===== src/rtl/kros_pkg.sv =====
// Shared KROS definitions: pushbutton FSM states, channel indices and a
// counter width helper.
package kros_pkg;

    typedef enum logic [1:0] {
        UP     = 2'd0,
        DN_CHK = 2'd1,
        DOWN   = 2'd2,
        UP_CHK = 2'd3
    } pb_state_e;

    localparam int FREQ_UP = 0;
    localparam int FREQ_DN = 1;
    localparam int SEQ_UP  = 2;
    localparam int SEQ_DN  = 3;
    localparam int NUM_PB  = 4;

    // Width able to hold (largest timing parameter - 1).
    function automatic int unsigned cnt_width(int unsigned a, int unsigned b, int unsigned c);
        int unsigned m;
        m = a;
        if (b > m) m = b;
        if (c > m) m = c;
        return $clog2(m);
    endfunction

endpackage


===== src/rtl/pb_conditioner_if.sv =====
// Pushbutton pins in, conditioned step pulses and held levels out.
interface pb_conditioner_if;
    logic       pb_freq_up;
    logic       pb_freq_dn;
    logic       pb_seq_up;
    logic       pb_seq_dn;
    logic       freq_up_p;
    logic       freq_dn_p;
    logic       seq_up_p;
    logic       seq_dn_p;
    logic [3:0] held;

    modport master (
        output pb_freq_up, pb_freq_dn, pb_seq_up, pb_seq_dn,
        input  freq_up_p, freq_dn_p, seq_up_p, seq_dn_p, held
    );

    modport slave (
        input  pb_freq_up, pb_freq_dn, pb_seq_up, pb_seq_dn,
        output freq_up_p, freq_dn_p, seq_up_p, seq_dn_p, held
    );
endinterface


===== src/rtl/pb_channel.sv =====
// One pushbutton: 2-FF synchroniser, debounce FSM, registered press pulse and
// optional auto-repeat while held.
module pb_channel
    import kros_pkg::*;
#(
    parameter int unsigned DEBOUNCE_CYCLES = 500000,
    parameter int unsigned REPEAT_EN       = 1,
    parameter int unsigned REPEAT_DELAY    = 25000000,
    parameter int unsigned REPEAT_PERIOD   = 5000000
) (
    input  logic clk,
    input  logic rst_n,
    input  logic pin,
    output logic press,
    output logic held
);
    localparam int unsigned CW = cnt_width(DEBOUNCE_CYCLES, REPEAT_DELAY, REPEAT_PERIOD);
    localparam logic [CW-1:0] DEB_LAST = CW'(DEBOUNCE_CYCLES - 1);
    localparam logic [CW-1:0] DLY_LAST = CW'(REPEAT_DELAY - 1);
    localparam logic [CW-1:0] PER_LAST = CW'(REPEAT_PERIOD - 1);

    logic [1:0]    sync_q;
    logic          s;
    pb_state_e     state_q, state_d;
    logic [CW-1:0] cnt_q, cnt_d;
    logic [CW-1:0] hold_q, hold_d;
    logic          rep_q, rep_d;
    logic          press_q, press_d;

    assign s = sync_q[1];

    always_ff @(posedge clk or negedge rst_n) begin
        if (!rst_n) begin
            sync_q  <= 2'b11;
            state_q <= UP;
            cnt_q   <= '0;
            hold_q  <= '0;
            rep_q   <= 1'b0;
            press_q <= 1'b0;
        end else begin
            sync_q  <= {sync_q[0], pin};
            state_q <= state_d;
            cnt_q   <= cnt_d;
            hold_q  <= hold_d;
            rep_q   <= rep_d;
            press_q <= press_d;
        end
    end

    // hold restarts from zero at each pulse; rep_q selects delay vs period
    // as the terminal count, so the counter can never wrap.
    always_comb begin
        state_d = state_q;
        cnt_d   = cnt_q;
        hold_d  = hold_q;
        rep_d   = rep_q;
        press_d = 1'b0;
        case (state_q)
            UP: begin
                if (!s) begin
                    state_d = DN_CHK;
                    cnt_d   = '0;
                end
            end
            DN_CHK: begin
                if (s) begin
                    state_d = UP;
                end else if (cnt_q == DEB_LAST) begin
                    state_d = DOWN;
                    press_d = 1'b1;
                    hold_d  = '0;
                    rep_d   = 1'b0;
                end else begin
                    cnt_d = cnt_q + 1'b1;
                end
            end
            DOWN: begin
                if (s) begin
                    state_d = UP_CHK;
                    cnt_d   = '0;
                end else if (REPEAT_EN != 0) begin
                    if (hold_q == (rep_q ? PER_LAST : DLY_LAST)) begin
                        press_d = 1'b1;
                        hold_d  = '0;
                        rep_d   = 1'b1;
                    end else begin
                        hold_d = hold_q + 1'b1;
                    end
                end
            end
            UP_CHK: begin
                if (!s) begin
                    state_d = DOWN;
                end else if (cnt_q == DEB_LAST) begin
                    state_d = UP;
                end else begin
                    cnt_d = cnt_q + 1'b1;
                end
            end
            default: state_d = UP;
        endcase
    end

    assign press = press_q;
    assign held  = (state_q == DOWN) || (state_q == UP_CHK);

endmodule


===== src/rtl/pb_conditioner.sv =====
// KROS pushbutton front end: four conditioned channels with up/down pair
// conflict suppression on the step pulses.
module pb_conditioner
    import kros_pkg::*;
#(
    parameter int unsigned DEBOUNCE_CYCLES = 500000,
    parameter int unsigned REPEAT_EN       = 1,
    parameter int unsigned REPEAT_DELAY    = 25000000,
    parameter int unsigned REPEAT_PERIOD   = 5000000
) (
    input  logic             CLK_50,
    input  logic             reset,
    pb_conditioner_if.slave  bus
);
    logic [NUM_PB-1:0] pin;
    logic [NUM_PB-1:0] press;
    logic [NUM_PB-1:0] held;

    assign pin[FREQ_UP] = bus.pb_freq_up;
    assign pin[FREQ_DN] = bus.pb_freq_dn;
    assign pin[SEQ_UP]  = bus.pb_seq_up;
    assign pin[SEQ_DN]  = bus.pb_seq_dn;

    for (genvar i = 0; i < NUM_PB; i++) begin : g_ch
        pb_channel #(
            .DEBOUNCE_CYCLES (DEBOUNCE_CYCLES),
            .REPEAT_EN       (REPEAT_EN),
            .REPEAT_DELAY    (REPEAT_DELAY),
            .REPEAT_PERIOD   (REPEAT_PERIOD)
        ) u_ch (
            .clk   (CLK_50),
            .rst_n (reset),
            .pin   (pin[i]),
            .press (press[i]),
            .held  (held[i])
        );
    end

    // Opposing steps in the same cycle cancel; held levels are untouched.
    assign bus.freq_up_p = press[FREQ_UP] & ~press[FREQ_DN];
    assign bus.freq_dn_p = press[FREQ_DN] & ~press[FREQ_UP];
    assign bus.seq_up_p  = press[SEQ_UP]  & ~press[SEQ_DN];
    assign bus.seq_dn_p  = press[SEQ_DN]  & ~press[SEQ_UP];
    assign bus.held      = held;

endmodule

===== src/flat_wrapper.sv =====
// flat-port wrapper written by rule: the top's interface ports become plain ports
module pb_conditioner_flat import kros_pkg::*;
#(
    parameter int unsigned DEBOUNCE_CYCLES = 500000,
    parameter int unsigned REPEAT_EN       = 1,
    parameter int unsigned REPEAT_DELAY    = 25000000,
    parameter int unsigned REPEAT_PERIOD   = 5000000
)
  (CLK_50, reset, bus_pb_freq_up, bus_pb_freq_dn, bus_pb_seq_up, bus_pb_seq_dn, bus_freq_up_p, bus_freq_dn_p, bus_seq_up_p, bus_seq_dn_p, bus_held);
  pb_conditioner_if bus_i ();
  input  logic CLK_50;
  input  logic reset;
  input wire logic [$bits(bus_i.pb_freq_up)-1:0] bus_pb_freq_up;
  input wire logic [$bits(bus_i.pb_freq_dn)-1:0] bus_pb_freq_dn;
  input wire logic [$bits(bus_i.pb_seq_up)-1:0] bus_pb_seq_up;
  input wire logic [$bits(bus_i.pb_seq_dn)-1:0] bus_pb_seq_dn;
  output wire logic [$bits(bus_i.freq_up_p)-1:0] bus_freq_up_p;
  output wire logic [$bits(bus_i.freq_dn_p)-1:0] bus_freq_dn_p;
  output wire logic [$bits(bus_i.seq_up_p)-1:0] bus_seq_up_p;
  output wire logic [$bits(bus_i.seq_dn_p)-1:0] bus_seq_dn_p;
  output wire logic [$bits(bus_i.held)-1:0] bus_held;
  assign bus_i.pb_freq_up = bus_pb_freq_up;
  assign bus_i.pb_freq_dn = bus_pb_freq_dn;
  assign bus_i.pb_seq_up = bus_pb_seq_up;
  assign bus_i.pb_seq_dn = bus_pb_seq_dn;
  assign bus_freq_up_p = bus_i.freq_up_p;
  assign bus_freq_dn_p = bus_i.freq_dn_p;
  assign bus_seq_up_p = bus_i.seq_up_p;
  assign bus_seq_dn_p = bus_i.seq_dn_p;
  assign bus_held = bus_i.held;
  pb_conditioner #(.DEBOUNCE_CYCLES(DEBOUNCE_CYCLES), .REPEAT_EN(REPEAT_EN), .REPEAT_DELAY(REPEAT_DELAY), .REPEAT_PERIOD(REPEAT_PERIOD)) u_core (.CLK_50(CLK_50), .reset(reset), .bus(bus_i));
endmodule

===== config.mk =====
export PLATFORM = sky130hd
export DESIGN_NAME = pb_conditioner_flat
export DESIGN_NICKNAME = d
export VERILOG_FILES = /design/src/rtl/kros_pkg.sv /design/src/rtl/pb_conditioner_if.sv /design/src/rtl/pb_channel.sv /design/src/rtl/pb_conditioner.sv /design/src/flat_wrapper.sv
export SDC_FILE = /design/constraint.sdc
export NUM_CORES = 1
export LEC_CHECK = 0
export CORE_MARGIN = 2
export CORE_UTILIZATION = 69
export CTS_BUF_LIST = sky130_fd_sc_hd__clkbuf_16
export DETAILED_ROUTE_END_ITERATION = 7
export GPL_TIMING_DRIVEN = 0
export HOLD_SLACK_MARGIN = 0.05
export PLACE_DENSITY = 0.95
export SLEW_MARGIN = 20
export SYNTH_ARGS = -nofsm -noshare
export SYNTH_HDL_FRONTEND = slang
export SYNTH_SLANG_ARGS = --single-unit

===== constraint.sdc =====
create_clock -name CLK_50 -period 6.5 [get_ports CLK_50]
set_input_delay 1.3 -clock CLK_50 [delete_from_list [all_inputs] [get_ports CLK_50]]
set_output_delay 1.3 -clock CLK_50 [all_outputs]
set_load 0.01 [all_outputs]

; Word level (Yosys, flattened, before mapping)
; Cells that the tools add are included.
[totals]
register_bits = 224
[op_classes]
bitwise_logic = 8
n_mux = 116
n_eq_ne = 56
n_reduce_logical = 28
n_addsub = 8
[op_table]
columns = operator, n
row1 = $mux 25, 40
row2 = $pmux 25 s4, 4
row3 = $add 25x1->25 const B, 8
row4 = $pmux 25 s2, 4
row5 = $eq 25x19->1 const B, 4
row6 = $eq 25x25->1, 4
row7 = $ne 2x2->1 const B, 28
row8 = $mux 2, 24
row9 = $reduce_and 4->1, 12
row10 = $mux 1, 32
row11 = $pmux 2 s4, 4
row12 = $ne 3x3->1 const B, 8
row13 = $reduce_and 5->1, 4
row14 = $eq 2x2->1 const B, 8
row15 = $pmux 1 s2, 8
row16 = $eq 2x1->1 const B, 4
row17 = $logic_not 2->1, 4
row18 = $reduce_bool 2->1, 4
row19 = $and 1x1->1, 4
row20 = $logic_or 1x1->1, 4
row21 = $not 1->1, 4

; Depth between registers and ports, before layout
; Gate-level depths: netlist of the first run.
[depth]
ltp_word = 5
ltp_mapped = 10
depth_no_buf = 8

; Modules after synthesis
; Synthesis of the first run repeated with hierarchy kept, for this count alone.
[hier_totals]
cells_unflattened = 1454
hier_area_um2 = 13061.3
[modules_own_cells]
columns = module, cells_each, area_per_inst_um2, n_inst
row1 = pb_channel at u_core.g_ch[0].u_ch ..., 362, 3248.1, 3
row2 = pb_channel at u_core.g_ch[3].u_ch, 364, 3281.9, 1
row3 = pb_conditioner, 4, 35.0, 1

; Least setup slack after synthesis of the first run
; No wires, ideal clock.
[synth_timing]
path_type = register to output
from = reg u_core.g_ch[1].u_ch.state_q[0]
to = out bus_held[1]
arrival_ps = 1258
path_slack_ps = 3942
n_path_buf = 2
path_stages_with_launch = 6
required_time_ps = 5200
path_cell_list = dfrtp_1 -> inv_1 -> ha_1 -> clkbuf_1 -> or2_2 -> buf_4
[synth_via]
elab_chain_cells = 2
[synth_lines]
columns = element, line
row1 = from (decl), pb_channel.sv:24  ; pb_state_e state_q, state_d;
row2 = from (signal assigned), pb_channel.sv:42  ; state_q <= state_d;
row3 = $eq 2x2->1, pb_channel.sv:105  ; assign held = (state_q == DOWN) || (state_q == UP_CHK);
row4 = $logic_or 1x1->1 *, pb_channel.sv:105
row5 = to (decl), flat_wrapper.sv:21  ; output wire logic [$bits(bus_i.held)-1:0] bus_held;
; Every way passes the cells marked *; elsewhere a longest branch is shown, timed or not.

; Worst setup path in the final report of the first run
; Same ends and word-level chain as after synthesis.

==> impl_results.md, run 1 <==
- Tmin final: 3790 ps
- Post-synth ARST share: 1.00
- Pre-CTS WS: 3310 ps
- Largest cells by area after synthesis: dfrtp_1 (42%), nand2_1 (4.6%), nor2_1 (4.4%)
- Via density per instance: 6.79
- Hold EP: u_core.g_ch[2].u_ch.sync_q[1]
- Number of port buffers: 13
- Pins Over Slew Limit: 0
- Type of the worst min-delay path: register to register
- Clk_lat worst skew: between 500 and 600 ps
- Failing checks: design-rule violations
- CP startpoint: u_core.g_ch[1].u_ch.state_q[0]
- Share of cells above drive strength 1: 0.0729
- Clock buffer count from CTS: 24
- Number of nets in the layout: approximately 1500
- GR Util met1: 0.433
- Root Driver: clkbuf_16
- Met3 Use GR: 0.0513
- WS Path Type: register to primary output
- PwrDens: 300 nW/um^2
- Most common cell after layout, fill and taps aside: dfrtp_1
- Worst-Margin Slew: 1100 ps
- Startpoint Class: register
- Synth top area share: 0.423
- Ports: 14
- Post-detail-place hpwl: between 20000 and 25000 microns
- Worst reg2reg path endpoint: u_core.g_ch[1].u_ch.cnt_q[15]
- Initial Util: 0.706
- Worst path required time: 5200 ps
- Initial DRC count: 1228
- Post-CTS sizing: 0
- Worst r2r src: u_core.g_ch[1].u_ch.state_q[0]
- Final WS setup: around 2700 ps
- Residual DRC: 3
- HP Start: u_core.g_ch[2].u_ch.sync_q[0]
- Pin count of the biggest net entering global routing: 80
- GRT Overall Usage: 0.312
- Hold path depth: 0
- Setup Fix Bufs, Post-CTS: 0
- Initial antenna violation count: 0
- Hold buffer count at CTS: 0
- Grt ovf: 0
- Final Setup Violations: 0
- Critical Path Fanout Max: 9
- # diodes: 0
- WL final: 30500 microns
- Relative slew slack: 0.260
- RD Place Congestion: 0.930
- Reg2reg setup slack: 3470 ps
- Post-Syn Instances: around 1400
- Sequential share of the synthesized area: 0.440
- Hold WS: 356 ps
- Worst-path clk slew: 60 ps
- Final hold vios: 0
- Leakage: 0.00559 uW
- Row count: 49
- Post-Syn Area: 12800 sq um
- Crit end category: primary output
- Layout Utilization: 0.778
- Final Power: 4210 uW
- Via count: 11700
- Detailed Routing Iterations Pass 1: 8
- R2R cell count: 8
- CTS H-tree lvls: 1
- Crit path DAT: approximately 2500 ps
- Die ar.: 19600 sq um
- Detail Route Antenna Nets: 0
- Area leader, netlist: dfrtp_1
- Flop and latch count out of synthesis: roughly 220
- Routed WL per cell: between 15 and 20 microns
- CTS tree: yes
- Clk_skew: 13.5 ps
- Most frequent cells in the layout: dfrtp_1 (216), nand2_1 (157), nor2_1 (149)
- Net Count, Synth: 1467
- Unique masters post-synth: 77
- Final period util: 0.584
- Die X: 140 microns
- Fmax: 264 MHz
- Number of global-route vias before repair: about 11000
- Post-synth EDFFs: 0
- Area Growth Syn to Fin: 10.2%
- TNS Setup: 0 ps
- Gr busiest metal: met2
- Yosys warnings: 0
- GR Util met2: 0.507
- Total core area: roughly 18000 sq um
- Die Ht: 140 microns
- Dominant synthesized flop cell: dfrtp_1
- Mapped Avg Cell Area: 8.89 sq um
- First-pass GRT wire length: roughly 52000 microns
- Maximum clock path buffer count: 3
- Status: finished, violations left
- Max_cap viols: 0
- Sinks on Clock Net: 224
- Peak supply drop: 0.246 mV
- Unrepaired setup endpoints after global routing: false
## cells in the mapped netlist (3+ instances only)
| library cell | instances |
|---|---|
| nor4_1 | 39 |
| nand4b_1 | 3 |
| nor2_1 | 149 |
| dfstp_2 | 8 |
| buf_4 | 5 |
| or2_2 | 17 |
| o31a_1 | 3 |
| a22o_1 | 12 |
| nor4b_1 | 19 |
| dfrtp_1 | 216 |
| nand4_1 | 51 |
| o21ai_0 | 106 |
| o41ai_1 | 13 |
| nor3_1 | 45 |
| o22a_1 | 5 |
| a2bb2oi_1 | 18 |
| o311ai_0 | 8 |
| a31oi_1 | 8 |
| or3_1 | 26 |
| a21oi_1 | 51 |
| and2_1 | 12 |
| nor3b_1 | 6 |
| nand2b_1 | 15 |
| and4_1 | 13 |
| nand2_1 | 157 |
| a21o_1 | 5 |
| nand3_1 | 100 |
| nor2b_1 | 11 |
| xor2_1 | 19 |
| and3_1 | 29 |
| buf_2 | 8 |
| nand3b_1 | 4 |
| xnor2_1 | 49 |
| a2bb2oi_2 | 7 |
| o22ai_1 | 4 |
| a22oi_1 | 3 |
| or4_1 | 7 |
| o31ai_1 | 41 |
| inv_1 | 31 |
| ha_1 | 24 |
| clkbuf_1 | 38 |
| mux2i_1 | 6 |
## worst max path at each step
stage          cells past startpoint                       endpoint  slack (ps)
2_1_floorplan                      5                    bus_held[1]        3940
3_3_place_gp                       1  u_core.g_ch[1].u_ch.hold_q[1]       -5050
3_5_place_dp                       6                    bus_held[1]        3310
4_1_cts                            6                    bus_held[1]        2730
5_1_grt                            6                    bus_held[1]        2640
6_report                           6                    bus_held[1]        2710
## per-layer routing
| metal | wire length (microns) | share of wire | vias to the layer above |
|---|---|---|---|
| met5 | 0 | 0 | - |
| met4 | 848 | 0.028 | 0 |
| met3 | 2430 | 0.079 | 113 |
| met2 | 14700 | 0.48 | 620 |
| met1 | 12600 | 0.41 | 5594 |
| li1 | - | - | 5381 |
## critical path, cell delays in order (launching register included)
cell and delay (ps):
dfrtp_1 460, inv_1 130, ha_1 210, clkbuf_1 200, or2_2 370, buf_4 140, clkdlybuf4s50_1 460
## logic make-up after synthesis
logic type	after synthesis	synth area share
fa+ha+maj	24	0.0235
xor+xnor	68	0.0466
flops	224	0.440
compound gates	306	0.162
simple gates	724	0.294
buf+inv	85	0.0292
mux	6	0.00470
## layout make-up
cell class	instances	area (sq um)
Fill cell	1150	4020
Sequential cell	224	5620
Clock buffer	25	626
Clock inverter	19	194
Multi-Input combinational cell	1128	6780
Tap cell	229	287
Timing Repair Buffer	15	190
Buffer	54	256
Inverter	31	116
## through the flow
stage               std cells  instance area [sq um]
floorplan                1437                  12800
global placement         1679                  13200
detailed placement       1681                  13200
CTS                      1725                  14100
global route             1725                  14100
finish                   1725                  14100
## flip-flops by register name, indices dropped and copies added, names as in the netlist, named ones only
signal / count
u_core.g_ch.u_ch.press: 4
u_core.g_ch.u_ch.state_q: 4
u_core.g_ch.u_ch.sync_q: 8
u_core.g_ch.u_ch.hold_q: 100
u_core.g_ch.u_ch.rep_q: 4
u_core.g_ch.u_ch.cnt_q: 100
## power breakdown
group	switching (uW)	total, uW	internal, uW
Sequential	88.0	1560	1470
Clock	568	1420	855
Combinational	822	1230	410
Total	1480	4210	2730
Power figures use the tool's default switching activity.
==> inputs of run 2 (changes only) <==
--- a/config.mk
+++ b/config.mk
@@ -6,12 +6,12 @@
 export NUM_CORES = 1
 export LEC_CHECK = 0
 export CORE_MARGIN = 2
-export CORE_UTILIZATION = 69
+export CORE_UTILIZATION = 64
 export CTS_BUF_LIST = sky130_fd_sc_hd__clkbuf_16
 export DETAILED_ROUTE_END_ITERATION = 7
 export GPL_TIMING_DRIVEN = 0
 export HOLD_SLACK_MARGIN = 0.05
-export PLACE_DENSITY = 0.95
+export PLACE_DENSITY = 0.9
 export SLEW_MARGIN = 20
 export SYNTH_ARGS = -nofsm -noshare
 export SYNTH_HDL_FRONTEND = slang
==> constraint.sdc (replaced) <==
create_clock -name CLK_50 -period 3.65 [get_ports CLK_50]
set_input_delay 0.73 -clock CLK_50 [delete_from_list [all_inputs] [get_ports CLK_50]]
set_output_delay 0.73 -clock CLK_50 [all_outputs]
set_load 0.01 [all_outputs]
==> run 2 against run 1 <==
Compared with the run above:
- the flow now finishes without violations
- worst hold slack worse by 210 ps
- sequential share of layout area up 0.16 points
- sequential power grew 78%
- clock skew down 7.8 ps
- wire length is 1.2% lower
- first-iteration DRC count is 13% lower
- clock-buffer cell count unchanged
- critical path type unchanged
==> impl_results.md, run 2 (same netlist as run 1, synthesis figures left out) <==
- Status: completed (was finished, violations left)
- Worst path required time: 2920 ps (was 5200 ps)
- WS Path Type: register to primary output (unchanged)
- Delay-heaviest family, CP: buffers and inverters (unchanged)
- Initial Util: 0.654 (was 0.706)
- Root Driver: clkbuf_16 (unchanged)
- Row count: 51 (was 49)
- Routed WL per cell: 17.2 microns (was 17.7 microns)
- First-pass GRT wire length: 51900 microns (was 52200 microns)
- Residual DRC: 0 (was 3)
- Total core area: 19500 sq um (was 18100 sq um)
- Initial antenna violation count: 0 (unchanged)
- P_int: 4640 uW (was 2730 uW)
- RD Place Congestion: 0.899 (was 0.930)
- Final hold vios: 0 (unchanged)
- Clk_lat worst skew: 520 ps (about the same)
- Final period util: 0.868
- Detailed Routing Iterations Pass 1: 5 (was 8)
- Sinks on Clock Net: 224 (unchanged)
- # diodes: 0 (unchanged)
- Startpoint Class: register (unchanged)
- Clock buffer count from CTS: 24 (unchanged)
- Fmax: 316 MHz
- Via density per instance: 6.52 (was 6.79)
- Number of port buffers: 13 (unchanged)
- WL final: 30200 microns (was 30500 microns)
- Sw frac: 0.357 (was 0.351)
- Post-detail-place hpwl: 20000 microns (was 20100 microns)
- Post-CTS sizing: 0 (unchanged)
- Share of cells above drive strength 1: 0.0684 (was 0.0729)
- Crit-path max cell delay: 470 ps (was 460 ps)
- Psw: 2570 uW (was 1480 uW)
- Final Setup Violations: 0 (unchanged)
- Peak supply drop: 0.366 mV (was 0.246 mV)
- CTS tree: yes (unchanged)
- TNS Setup: 0 ps (unchanged)
- Reg power frac: 0.385 (was 0.370)
- Via count: 11500 (was 11700)
- Worst-Margin Slew: 1070 ps (was 1100 ps)
- Detail Route Antenna Nets: 0 (unchanged)
- Type of the worst min-delay path: input pin to async pin (was register to register)
- Setup Fix Bufs, Post-CTS: 0 (unchanged)
- Comb pwr share: 0.302 (was 0.293)
- Die X: 145 microns (was 140 microns)
- Hold buffer count at CTS: 0 (unchanged)
- Worst path slowest cell: clkdlybuf4s50_1 (was dfrtp_1)
- Area Growth Syn to Fin: 9.70% (was 10.2%)
- Tmin final: around 3200 ps
- Most frequent cells in the layout: dfrtp_1 (216), nand2_1 (157), nor2_1 (149) (unchanged)
- Ports: 14 (unchanged)
- Max_cap viols: 0 (unchanged)
- Most common cell after layout, fill and taps aside: dfrtp_1 (unchanged)
- Grt ovf: 0 (unchanged)
- CTS H-tree lvls: 1 (unchanged)
- Pins Over Slew Limit: 0 (unchanged)
- Clock share of power: 0.313 (was 0.338)
- Worst-path clk slew: 60 ps (about the same)
- GRT Overall Usage: 0.284 (was 0.312)
- Top flop regs: u_core.g_ch.u_ch.cnt_q (100), u_core.g_ch.u_ch.hold_q (100), u_core.g_ch.u_ch.sync_q (8) (unchanged)
- Relative slew slack: 0.279 (was 0.260)
- Critical Path Fanout Max: 9 (unchanged)
- Maximum clock path buffer count: 3 (unchanged)
- Die ar.: 21100 sq um (was 19600 sq um)
- PwrDens: 515 nW/um^2 (was 300 nW/um^2)
- Final Power: 7210 uW (was 4210 uW)
- Number of global-route vias before repair: 10900 (was 11100)
- CP Buf/Inv Count: 4 (unchanged)
- Pin count of the biggest net entering global routing: 97 (was 80)
- Clk_skew: 5.68 ps (was 13.5 ps)
- Number of nets in the layout: 1508 (unchanged)
- Initial DRC count: 1067 (was 1228)
- Unrepaired setup endpoints after global routing: false (unchanged)
- Crit path cell chain: inv_1 > ha_1 > clkbuf_1 > or2_2 > buf_4 > clkdlybuf4s50_1 (unchanged)
- Crit path DAT: 2440 ps (was 2490 ps)
- Die Ht: 145 microns (was 140 microns)
- Leakage: 0.00557 uW (was 0.00559 uW)
- Crit end category: primary output (unchanged)
[run 2: changes by cell type in the layout (fill, tap and decap cells not counted), moves of 2 or more]
cell,previous run,this run
clkinv_2,4,2
clkinvlp_4,2,0
clkinv_1,7,5
bufinv_16,4,1
inv_1,32,38
[run 2: cell type report]
cell class / instances / area [sq um]
Clock inverter: 15 / 85.1
Inverter: 31 / 116
Timing Repair Buffer: 15 / 190
Clock buffer: 25 / 626
Buffer: 54 / 256
Tap cell: 265 / 332
Fill cell: 1484 / 5520
Sequential cell: 224 / 5620
Multi-Input combinational cell: 1128 / 6790
[run 2: worst paths after layout]
check	cells past startpoint	slack, ps	to	from
max	6	480	bus_held[1]	u_core.g_ch[1].u_ch.state_q[0]
min in group CLK_50	0	350	u_core.g_ch[0].u_ch.sync_q[1]	u_core.g_ch[0].u_ch.sync_q[0]
min	1	150	u_core.g_ch[0].u_ch.cnt_q[2]	reset
min reg2reg	0	350	u_core.g_ch[0].u_ch.sync_q[1]	u_core.g_ch[0].u_ch.sync_q[0]
max in group asynchronous	2	2610	u_core.g_ch[1].u_ch.sync_q[1]	reset
max reg2reg	8	670	u_core.g_ch[1].u_ch.cnt_q[16]	u_core.g_ch[1].u_ch.state_q[0]
[run 2: power groups by stage]
| stage | clock network [uW] | registers [uW] | logic [uW] |
|---|---|---|---|
| 6_report | 2260 | 2780 | 2180 |
| 5_1_grt | 2370 | 2800 | 2420 |
| 4_1_cts | 2280 | 2770 | 2150 |
| 3_5_place_dp | 0 | 2810 | 2120 |
| 3_3_place_gp | 0 | 2800 | 2040 |
| 2_1_floorplan | 0 | 2770 | 1530 |
[run 2: worst reg2reg max path, delay by kind of cell (launching register included)]
kind | cells | cell delay, ps
flops | 1 | 440
buf+inv | 3 | 770
fa+ha+maj | 1 | 210
simple gates | 3 | 1150
compound gates | 1 | 280
[run 2: through the flow]
| stage | utilization | cell area, sq um | hold WS [ps] | setup WS, ps | instances |
|---|---|---|---|---|---|
| 2_1_floorplan | - | 12800 | 345 | 1290 | 1437 |
| 3_3_place_gp | 0.678 | 13200 | 345 | -7410 | 1715 |
| 3_5_place_dp | 0.681 | 13300 | 348 | 696 | 1717 |
| 4_1_cts | 0.717 | 14000 | 168 | 499 | 1757 |
| 5_1_grt | 0.717 | 14000 | 196 | 392 | 1757 |
| 6_report | 0.717 | 14000 | 149 | 482 | 1757 |
[run 2: routing by layer]
| layer | GRT usage | vias up | share of wire |
|---|---|---|---|
| met3 | 0.0321 | 55 | 0.053 |
| met1 | 0.391 | 5576 | 0.44 |
| met2 | 0.480 | 436 | 0.49 |
| met4 | 0.0809 | 0 | 0.021 |
| li1 | - | 5387 | - |
| met5 | 0 | - | 0 |
==> inputs of run 3 (changes only) <==
--- a/config.mk
+++ b/config.mk
@@ -6,12 +6,12 @@
 export NUM_CORES = 1
 export LEC_CHECK = 0
 export CORE_MARGIN = 2
-export CORE_UTILIZATION = 64
+export CORE_UTILIZATION = 58
 export CTS_BUF_LIST = sky130_fd_sc_hd__clkbuf_16
 export DETAILED_ROUTE_END_ITERATION = 7
 export GPL_TIMING_DRIVEN = 0
 export HOLD_SLACK_MARGIN = 0.05
-export PLACE_DENSITY = 0.9
+export PLACE_DENSITY = 0.86
 export SLEW_MARGIN = 20
 export SYNTH_ARGS = -nofsm -noshare
 export SYNTH_HDL_FRONTEND = slang
==> constraint.sdc (replaced) <==
create_clock -name CLK_50 -period 2.9 [get_ports CLK_50]
set_input_delay 0.58 -clock CLK_50 [delete_from_list [all_inputs] [get_ports CLK_50]]
set_output_delay 0.58 -clock CLK_50 [all_outputs]
set_load 0.01 [all_outputs]
==> run 3 against run 2 <==
Compared with the run above:
- via count fell by 1.9%
- flip-flop and latch count did not move
- critical endpoint is now bus_held[3]
- design area rose by 1.9%
- highest routed layer unchanged
==> impl_results.md, run 3 (same netlist as run 1, synthesis figures left out) <==
- Most frequent cells in the layout: dfrtp_1 (215), nand2_1 (157), nor2_1 (148) (was dfrtp_1 (216), nand2_1 (157), nor2_1 (149))
- Worst path slowest cell: clkdlybuf4s50_1 (unchanged)
- Final Power: 9610 uW (was 7210 uW)
- Post-detail-place hpwl: 19800 microns (was 20000 microns)
- Register area: 5620 sq um (about the same)
- CTS H-tree lvls: 1 (unchanged)
- Number of global-route vias before repair: 10800 (was 10900)
- Startpoint Class: register (unchanged)
- Clock buffer count from CTS: 26 (was 24)
- Pins Over Slew Limit: 0 (unchanged)
- Crit end category: primary output (unchanged)
- Reg2reg setup slack: 100 ps (was 670 ps)
- Tmin final: about 2800 ps
- Area Growth Syn to Fin: 11.8% (was 9.70%)
- Root Driver: clkbuf_16 (unchanged)
- Unrepaired setup endpoints after global routing: false (unchanged)
- Total core area: 21700 sq um (was 19500 sq um)
- Detail Route Antenna Nets: 0 (unchanged)
- Initial antenna violation count: 0 (unchanged)
- Crit path DAT: 2220 ps (was 2440 ps)
- Status: completed (unchanged)
- TNS Setup: 0 ps (unchanged)
- Multi-input gate area: 6840 sq um (was 6790 sq um)
- Share of cells above drive strength 1: 0.0846 (was 0.0684)
- Worst-path clk slew: 60 ps (about the same)
- Die ar.: 23200 sq um (was 21100 sq um)
- Die Ht: 152 microns (was 145 microns)
- Most common cell after layout, fill and taps aside: dfrtp_1 (unchanged)
- Ports: 14 (unchanged)
- Via count: 11200 (was 11500)
- First-pass GRT wire length: 50500 microns (was 51900 microns)
- CTS tree: yes (unchanged)
- Crit-path max cell delay: 470 ps (about the same)
- Relative slew slack: 0.292 (was 0.279)
- Worst path required time: 2320 ps (was 2920 ps)
- Critical Path Fanout Max: 5 (was 9)
- Die X: 152 microns (was 145 microns)
- WS Path Type: register to primary output (unchanged)
- Worst-Margin Slew: 1050 ps (was 1070 ps)
- Initial DRC count: 864 (was 1067)
- Max_cap viols: 0 (unchanged)
- Number of port buffers: 13 (unchanged)
- R2R cell count: 7 (was 8)
- Hold EP: u_core.g_ch[1].u_ch.sync_q[1]
- Pin count of the biggest net entering global routing: 91 (was 97)
- Layout Utilization: 0.658 (was 0.717)
- Via density per instance: 6.31 (was 6.52)
- # diodes: 0 (unchanged)
- Layout filler cell count: 1700 (was 1484)
- Number of nets in the layout: 1512 (was 1508)
- Grt ovf: 0 (unchanged)
- Worst r2r src: u_core.g_ch[0].u_ch.hold_q[8] (was u_core.g_ch[1].u_ch.state_q[0])
- Final Setup Violations: 0 (unchanged)
- Maximum clock path buffer count: 3 (unchanged)
- Clk_skew: 14.7 ps (was 5.68 ps)
- Fmax: 357 MHz
- PwrDens: 674 nW/um^2 (was 515 nW/um^2)
- Peak supply drop: 0.588 mV (was 0.366 mV)
- Leakage: 0.00564 uW (was 0.00557 uW)
- RD Place Congestion: 0.907 (was 0.899)
- Clk_lat worst skew: 540 ps (was 520 ps)
- GRT Overall Usage: 0.250 (was 0.284)
- Residual DRC: 0 (unchanged)
- Initial Util: 0.589 (was 0.654)
- Crit path cell chain: inv_1 > ha_2 > or2_2 > buf_4 > clkdlybuf4s50_1 (was inv_1 > ha_1 > clkbuf_1 > or2_2 > buf_4 > clkdlybuf4s50_1)
- Type of the worst min-delay path: register to register (was input pin to async pin)
- Worst reg2reg path endpoint: u_core.g_ch[0].u_ch.hold_q[3] (was u_core.g_ch[1].u_ch.cnt_q[16])
- Final period util: 0.967
- Final hold vios: 0 (unchanged)
- Routed WL per cell: 16.6 microns (was 17.2 microns)
- Hold path depth: 0
- WL final: 29600 microns (was 30200 microns)
- Row count: 54 (was 51)
- Hold WS: 355 ps (was 149 ps)
- Top flop regs: u_core.g_ch.u_ch.cnt_q (100), u_core.g_ch.u_ch.hold_q (100), u_core.g_ch.u_ch.sync_q (8) (unchanged)
- Detailed Routing Iterations Pass 1: 7 (was 5)
- Sinks on Clock Net: 224 (unchanged)
- HP Start: u_core.g_ch[1].u_ch.sync_q[0]
==> run 3: per-layer routing <==
metal | global-route usage | wire, microns | up-vias | share of wire
met3 | 0.0356 | 1570 | 56 | 0.053
met1 | 0.343 | 13100 | 5454 | 0.44
met5 | 0 | 0 | - | 0
met4 | 0.0703 | 616 | 0 | 0.021
li1 | - | - | 5389 | -
met2 | 0.420 | 14400 | 341 | 0.48
==> run 3: layout make-up <==
class | count | area share
multi-input combinational | 1128 | 0.479
timing repair buffer | 18 | 0.0149
clock buffer | 27 | 0.0473
sequential | 224 | 0.394
inverter | 31 | 0.00815
tap | 280 | 0.0245
clock inverter | 21 | 0.0143
buffer | 53 | 0.0177
==> run 3: power by group <==
| group | internal, uW | total (uW) | switching, uW |
|---|---|---|---|
| combinational | 952 | 2770 | 1820 |
| sequential | 3300 | 3480 | 184 |
| clock | 2040 | 3360 | 1320 |
==> run 3: critical path, delay by kind of cell (launching register included) <==
kind / cells / cell delay, ps
fa+ha+maj: 1 / 230
buf+inv: 3 / 730
flops: 1 / 390
simple gates: 1 / 340
==> run 3: worst max path at each step <==
| stage | endpoint | depth (start not counted) | start | slack (ps) |
|---|---|---|---|---|
| detailed placement | u_core.g_ch[1].u_ch.cnt_q[7] | 8 | u_core.g_ch[1].u_ch.state_q[0] | 10 |
| global route | u_core.g_ch[1].u_ch.cnt_q[21] | 9 | u_core.g_ch[1].u_ch.state_q[0] | 2 |
| floorplan | u_core.g_ch[0].u_ch.hold_q[2] | 7 | u_core.g_ch[0].u_ch.hold_q[8] | 540 |
| global placement | u_core.g_ch[1].u_ch.hold_q[23] | 1 | reset | -8140 |
| CTS | bus_held[2] | 5 | u_core.g_ch[2].u_ch.state_q[0] | 5 |
| finish | bus_held[3] | 5 | u_core.g_ch[3].u_ch.state_q[0] | 100 |
==> run 3: through the flow <==
stage	cells	worst slack, ps	instance area, sq um
after global routing	1782	1.95	14300
after detailed placement	1732	9.71	13300
final	1782	95.3	14300
after floorplan	1437	540	12800
after global placement	1730	-8140	13200
after CTS	1781	4.90	14200
==> run 3: repair_timing <==
item / in CTS / in global routing
gates resized for setup: 1 / 12
endpoints found under the hold margin: 64 / 0
hold buffers: 1 / 0
endpoints found under the setup margin: 11 / 55
buffers inserted: 1 / 1
==> RTL change 1: new RTL, settings of run 2 <==
Re-encode `pb_state_e` (4 states) as one-hot, 4 bits wide.
--- a/src/rtl/kros_pkg.sv
+++ b/src/rtl/kros_pkg.sv
@@ -2,11 +2,11 @@
 // counter width helper.
 package kros_pkg;
 
-    typedef enum logic [1:0] {
-        UP     = 2'd0,
-        DN_CHK = 2'd1,
-        DOWN   = 2'd2,
-        UP_CHK = 2'd3
+    typedef enum logic [3:0] {
+        UP     = 4'b0001,
+        DN_CHK = 4'b0010,
+        DOWN   = 4'b0100,
+        UP_CHK = 4'b1000
     } pb_state_e;
 
     localparam int FREQ_UP = 0;
Behaviour: no difference found for any inputs over 4 cycles, from zero or initial values and one cycle with reset low; so few cycles prove little.
==> RTL change 1 against run 2 <==
  * Final area increased by 2.4%
  * Synthesized area increased by 2.3%
  * Hold slack got worse by 49 ps
  * Sequential cell count increased by 8
  * Routed wire length increased by 1.0%
  * Worst setup slack improved by 180 ps
  * Critical endpoint is now bus_held[2]
Power is not compared: it rests on default switching activity, and its combinational part moved more than twofold at a synthesized area within 25%.
==> RTL change 1: results (changes against run 2) <==
* First-pass GRT wire length at 52.3 mm (+0.86%)
* Vias in the first global route at 11300 (+3.4%)
* RePlAce Congestion at 0.911 (+1.3%)
* TritonRoute pass-1 iters at 6 (+1)
* CP Max Fanout at 10 (+1)
* Final HPWL DP at 20.3 mm (+1.5%)
* Setup Skew at 19.7 ps (+14.0 ps)
* Finished Core Util at 71.4% (-0.38 points)
* CP peak stage delay at 520 ps (+50 ps)
* RR Endpoint: u_core.g_ch[1].u_ch.hold_q[19]$_DFFE_PN0P_
* Critical path endpoint: bus_held[2]
* Delay-heaviest family, CP: buffers and inverters
* Layout cells sized above 1 at 7.11% (+0.27 points)
* Post-synth cell types at 73 (-5.2%)
* Critical Path AT at 2260 ps (-180 ps)
* Placed cell count at 1800 (+4.8%)
* Setup slack, reg-to-reg at 750 ps (+80 ps)
* Crit path launch: u_core.g_ch[2].u_ch.state_q[2]$_DFFE_PN0P_
* GRT Total Usage at 28.3% (-0.13 points)
* Reg2reg start: u_core.g_ch[1].u_ch.hold_q[16]$_DFFE_PN0P_
* Met1 usage at 39.7% (+0.58 points)
* Final #Nets at 1571 (+4.2%)
* Vias at 12000 (+4.3%)
* Max Clk Rate at 335 MHz (+6.0%)
* CTS buffer count at 25 (+4.2%)
* Post-synth top cells: dfrtp_1 (220), nand2_1 (154), nor2_1 (151)
* Iter 0 DRT Violations at 1068 (+0.094%)
* Sequential area share after synthesis at 44.6% (+0.59 points)
* FILL cells at 1492 (+0.54%)
* Clk Latency, worst-skew pair at 540 ps (+20 ps)
* Met2 Usage GRT at 46.2% (-1.8 points)
* Placed cell area at 13600 sq um (+2.2%)
* Biggest regs: u_core.g_ch.u_ch.cnt_q x100, u_core.g_ch.u_ch.hold_q x100, u_core.g_ch.u_ch.state_q x16
* DRT Wirelength at 30.5 mm (+1.0%)
* Drt wl/cell at 16.5 microns (-3.9%)
* Outcome: finished clean
* Largest cells by area after synthesis: dfrtp_1 (42%), nand3_1 (4.5%), nand2_1 (4.4%)
* Met3 Usage GRT at 3.01% (-0.20 points)
* Synth Instances at 1515 (+5.4%)
* Setup WS pre-CTS at 839 ps (+143 ps)
## RTL change 1: cell types whose count changed in the layout (fill, tap and decap cells not counted), sizes merged, moves of 8 or more
cell,change
xor2,-16
o311ai,+18
buf,+9
ha,-16
a2bb2oi,-25
nor3,+40
clkinv,+11
nand3,+17
a21oi,+16
a21o,+10
a31oi,+31
clkbuf,+8
o31ai,-23
## RTL change 1: stage by stage
stage | hold slack, ps | setup TNS, ps
detailed placement | 347 | 0
finish | 100 | 0
global route | 120 | 0
CTS | 107 | 0
floorplan | 345 | 0
global placement | 346 | -1764750
## RTL change 1: metal layers
layer | share of wire (%) | vias up | wire, microns
met2 | 47 | 415 | 14400
li1 | - | 5685 | -
met3 | 5.3 | 71 | 1600
met5 | 0 | - | 0
met4 | 3.0 | 0 | 903
met1 | 44 | 5780 | 13600
## RTL change 1: area by class of cell
class / count / area share, %
clock inverter: 21 / 0.872
sequential: 232 / 40.6
timing repair buffer: 15 / 1.33
tap: 270 / 2.35
multi-input combinational: 1182 / 47.4
clock buffer: 25 / 4.36
inverter: 30 / 0.785
buffer: 71 / 2.33
## RTL change 1: cell families (layout without fill, tap and decap cells)
| logic type | after synthesis | in the layout | synth area share, % |
|---|---|---|---|
| fa+ha+maj | 8 | 8 | 0.766 |
| simple gates | 791 | 791 | 31.4 |
| mux | 6 | 6 | 0.469 |
| buf+inv | 101 | 162 | 3.42 |
| flops | 232 | 232 | 44.6 |
| xor+xnor | 51 | 51 | 3.42 |
| compound gates | 326 | 326 | 15.9 |
## RTL change 1: power groups by stage
stage                     Combinational, uW  Clock [uW]  Sequential, uW
final                                   394        2370            2640
after global routing                    447        2500            2640
after CTS                               395        2400            2640
after detailed placement                394           0            2680
after global placement                  372           0            2680
after floorplan                         252           0            2680
==> RTL change 2: new RTL, flow settings as in run 2 <==
Without the edit above. `REPEAT_EN` is set to 1 in 3 places; all go to 0.
--- a/src/rtl/pb_channel.sv
+++ b/src/rtl/pb_channel.sv
@@ -4,7 +4,7 @@
     import kros_pkg::*;
 #(
     parameter int unsigned DEBOUNCE_CYCLES = 500000,
-    parameter int unsigned REPEAT_EN       = 1,
+    parameter int unsigned REPEAT_EN       = 0,
     parameter int unsigned REPEAT_DELAY    = 25000000,
     parameter int unsigned REPEAT_PERIOD   = 5000000
 ) (
--- a/src/rtl/pb_conditioner.sv
+++ b/src/rtl/pb_conditioner.sv
@@ -4,7 +4,7 @@
     import kros_pkg::*;
 #(
     parameter int unsigned DEBOUNCE_CYCLES = 500000,
-    parameter int unsigned REPEAT_EN       = 1,
+    parameter int unsigned REPEAT_EN       = 0,
     parameter int unsigned REPEAT_DELAY    = 25000000,
     parameter int unsigned REPEAT_PERIOD   = 5000000
 ) (
--- a/src/flat_wrapper.sv
+++ b/src/flat_wrapper.sv
@@ -2,7 +2,7 @@
 module pb_conditioner_flat import kros_pkg::*;
 #(
     parameter int unsigned DEBOUNCE_CYCLES = 500000,
-    parameter int unsigned REPEAT_EN       = 1,
+    parameter int unsigned REPEAT_EN       = 0,
     parameter int unsigned REPEAT_DELAY    = 25000000,
     parameter int unsigned REPEAT_PERIOD   = 5000000
 )
Behaviour: no difference found for any inputs over 4 cycles, from zero or initial values and one cycle with reset low; that may be too few to reach the edited logic, so the function may still have changed.
==> RTL change 2 against run 2 <==
  * Core utilization increased by 2.3 points
  * Synthesized area decreased by 48%
  * Critical endpoint is now u_core.g_ch[2].u_ch.cnt_q[0]$_DFFE_PN0P_
  * Routed wire length decreased by 46%
  * Sequential cell count decreased by 104
  * Clock power decreased by 25%
  * Power decreased by 55%
  * Synthesized cell count decreased by 50%
  * Worst setup slack improved by 650 ps
  * Via count decreased by 47%
  * Count of clock-buffer cells in the layout decreased by 8
  * Clock skew increased by 2.8 ps
  * Final area decreased by 46%
  * Largest power group is now the clock network
  * Die area decreased by 47%
  * Critical path type is now flop to flop
==> RTL change 2: results (changes against run 2) <==
* Outcome: finished clean
* Setup Skew at 8.49 ps (+2.80 ps)
* Clk Latency, worst-skew pair at 430 ps (-90 ps)
* Drt wl/cell at 18.2 microns (+5.9%)
* Largest cells by area after synthesis: dfrtp_1 (43%), xor2_1 (4.1%), nand2_1 (3.9%)
* Congestion Overflow GR at 0 (unchanged)
* RePlAce Congestion at 0.942 (+4.8%)
* H-tree levels at 4 (+3)
* Final HPWL DP at 10.0 mm (-50%)
* FILL cells at 645 (-57%)
* CP peak stage delay at 460 ps
* Post-CTS setup buffer count at 0 (unchanged)
* Worst hold path type: input port to asynchronous set/reset pin
* Pint at 2440 uW (-47%)
* Synth Warn # at 0 (unchanged)
* Layout cells sized above 1 at 11.4% (+4.6 points)
* Lkg Pwr at 0.00314 uW (-44%)
* Delay-heaviest family, CP: simple AND/OR/NAND/NOR gates
* Vias per cell at 6.72 (+3.1%)
* Slew @ Worst Pin at 786 ps (-287 ps)
* Vias in the first global route at 5781 (-47%)
* ANT cells at 0 (unchanged)
* Post-synth net total at 726 (-51%)
* Initial antenna violation count at 0 (unchanged)
* Biggest regs: u_core.g_ch.u_ch.cnt_q x100, u_core.g_ch.u_ch.sync_q x8
* Reg2Reg Depth at 7 (-1)
* CP Max Fanout at 10 (+1)
* Slowest cell on crit path: nor4_4
* Critical Path AT at 2840 ps (+400 ps)
* TritonRoute pass-1 iters at 6 (+1)
* PostCTS Resize Cnt at 0 (unchanged)
* PortBufs at 13 (unchanged)
* Sequential area share after synthesis at 45.7% (+1.7 points)
* Synth async-reset ratio at 100% (unchanged)
* GRT Total Usage at 31.3% (+2.9 points)
* Final #Nets at 759 (-50%)
* Largest net degree at the start of global routing at 62 (-36%)
* Post-synth top cells: dfrtp_1 (112), nand2_1 (69), nor2_1 (66)
* Iter 0 DRT Violations at 794 (-26%)
* Clock transition at the registers of the reported paths at 60 ps (about the same)
* Main flop type after synthesis: dfrtp_1
* Maximum vdd drop at 0.000423 V (+16%)
* Root Buffer: clkbuf_16
* Post-synth cell types at 66 (-14%)
* First-pass GRT wire length at 28.0 mm (-46%)
* Clock buffer depth at 2 (-1)
* Yosys top cell area share at 42.5% (+0.19 points)
* CTS buffer count at 17 (-29%)
RTL change 2: cell types whose count changed after synthesis, sizes merged, moves of 17 or more:
cell,run 2,this run
dfrtp,216,112
nand2,157,69
nor2,151,66
o21ai,110,45
nand3,100,45
xnor2,49,6
o31ai,41,5
nor3,45,12
a2bb2oi,25,0
ha,24,4
nor4,39,19
inv,31,14
RTL change 2: metrics by stage:
| step | area, sq um | worst slack, ps | instances |
|---|---|---|---|
| finish | 7510 | 1130 | 898 |
| floorplan | 6590 | 1580 | 716 |
| global placement | 6890 | -2650 | 865 |
| detailed placement | 6920 | 1240 | 866 |
| CTS | 7510 | 1180 | 898 |
| global route | 7510 | 944 | 898 |
RTL change 2: final timing paths:
path / start / to / slack, ps
setup / recovery: u_core.g_ch[2].u_ch.cnt_q[0]$_DFFE_PN0P_ / u_core.g_ch[2].u_ch.cnt_q[0]$_DFFE_PN0P_ / 1130
hold / removal: reset / u_core.g_ch[2].u_ch.cnt_q[2]$_DFFE_PN0P_ / 260
setup reg to reg: u_core.g_ch[2].u_ch.cnt_q[0]$_DFFE_PN0P_ / u_core.g_ch[2].u_ch.cnt_q[0]$_DFFE_PN0P_ / 1130
hold reg to reg: u_core.g_ch[2].u_ch.sync_q[0]$_DFF_PN1_ / u_core.g_ch[2].u_ch.sync_q[1]$_DFF_PN1_ / 360
max in group asynchronous: reset / u_core.g_ch[0].u_ch.sync_q[0]$_DFF_PN1_ / 2660
min in group CLK_50: u_core.g_ch[2].u_ch.sync_q[0]$_DFF_PN1_ / u_core.g_ch[2].u_ch.sync_q[1]$_DFF_PN1_ / 360
RTL change 2: cell families after synthesis:
family                     count (synthesis)  share of synthesized area, %
AOI/OAI and AO/OA                        137                          13.4
xor gates and xnor gates                  37                          4.92
adders and majority gates                  4                         0.759
buffers and inverters                     54                          3.83
DFF                                      120                          45.7
muxes                                     14                          2.18
and+or+nand+nor                          350                          29.2
RTL change 2: final cells by class:
type                       instances  share of cell area [%]
sequential                       120                    40.1
inverter                          14                   0.700
timing repair buffer              14                    2.12
tap                              136                    2.27
multi-input combinational        542                    44.3
clock inverter                    15                    2.20
buffer                            40                    2.67
clock buffer                      17                    5.66
RTL change 2: power groups by stage:
stage | clock, uW | sequential, uW | combinational, uW
floorplan | 0 | 1420 | 102
global placement | 0 | 1430 | 152
detailed placement | 0 | 1430 | 165
CTS | 1700 | 1410 | 169
global route | 1770 | 1420 | 191
finish | 1700 | 1410 | 169
RTL change 2: metal layers:
metal	vias up	track usage (%)	routed length, microns
met5	-	0	0
met4	0	13.0	534
met3	81	6.25	1150
met2	377	51.8	8060
met1	2858	40.2	6580
li1	2717	-	-
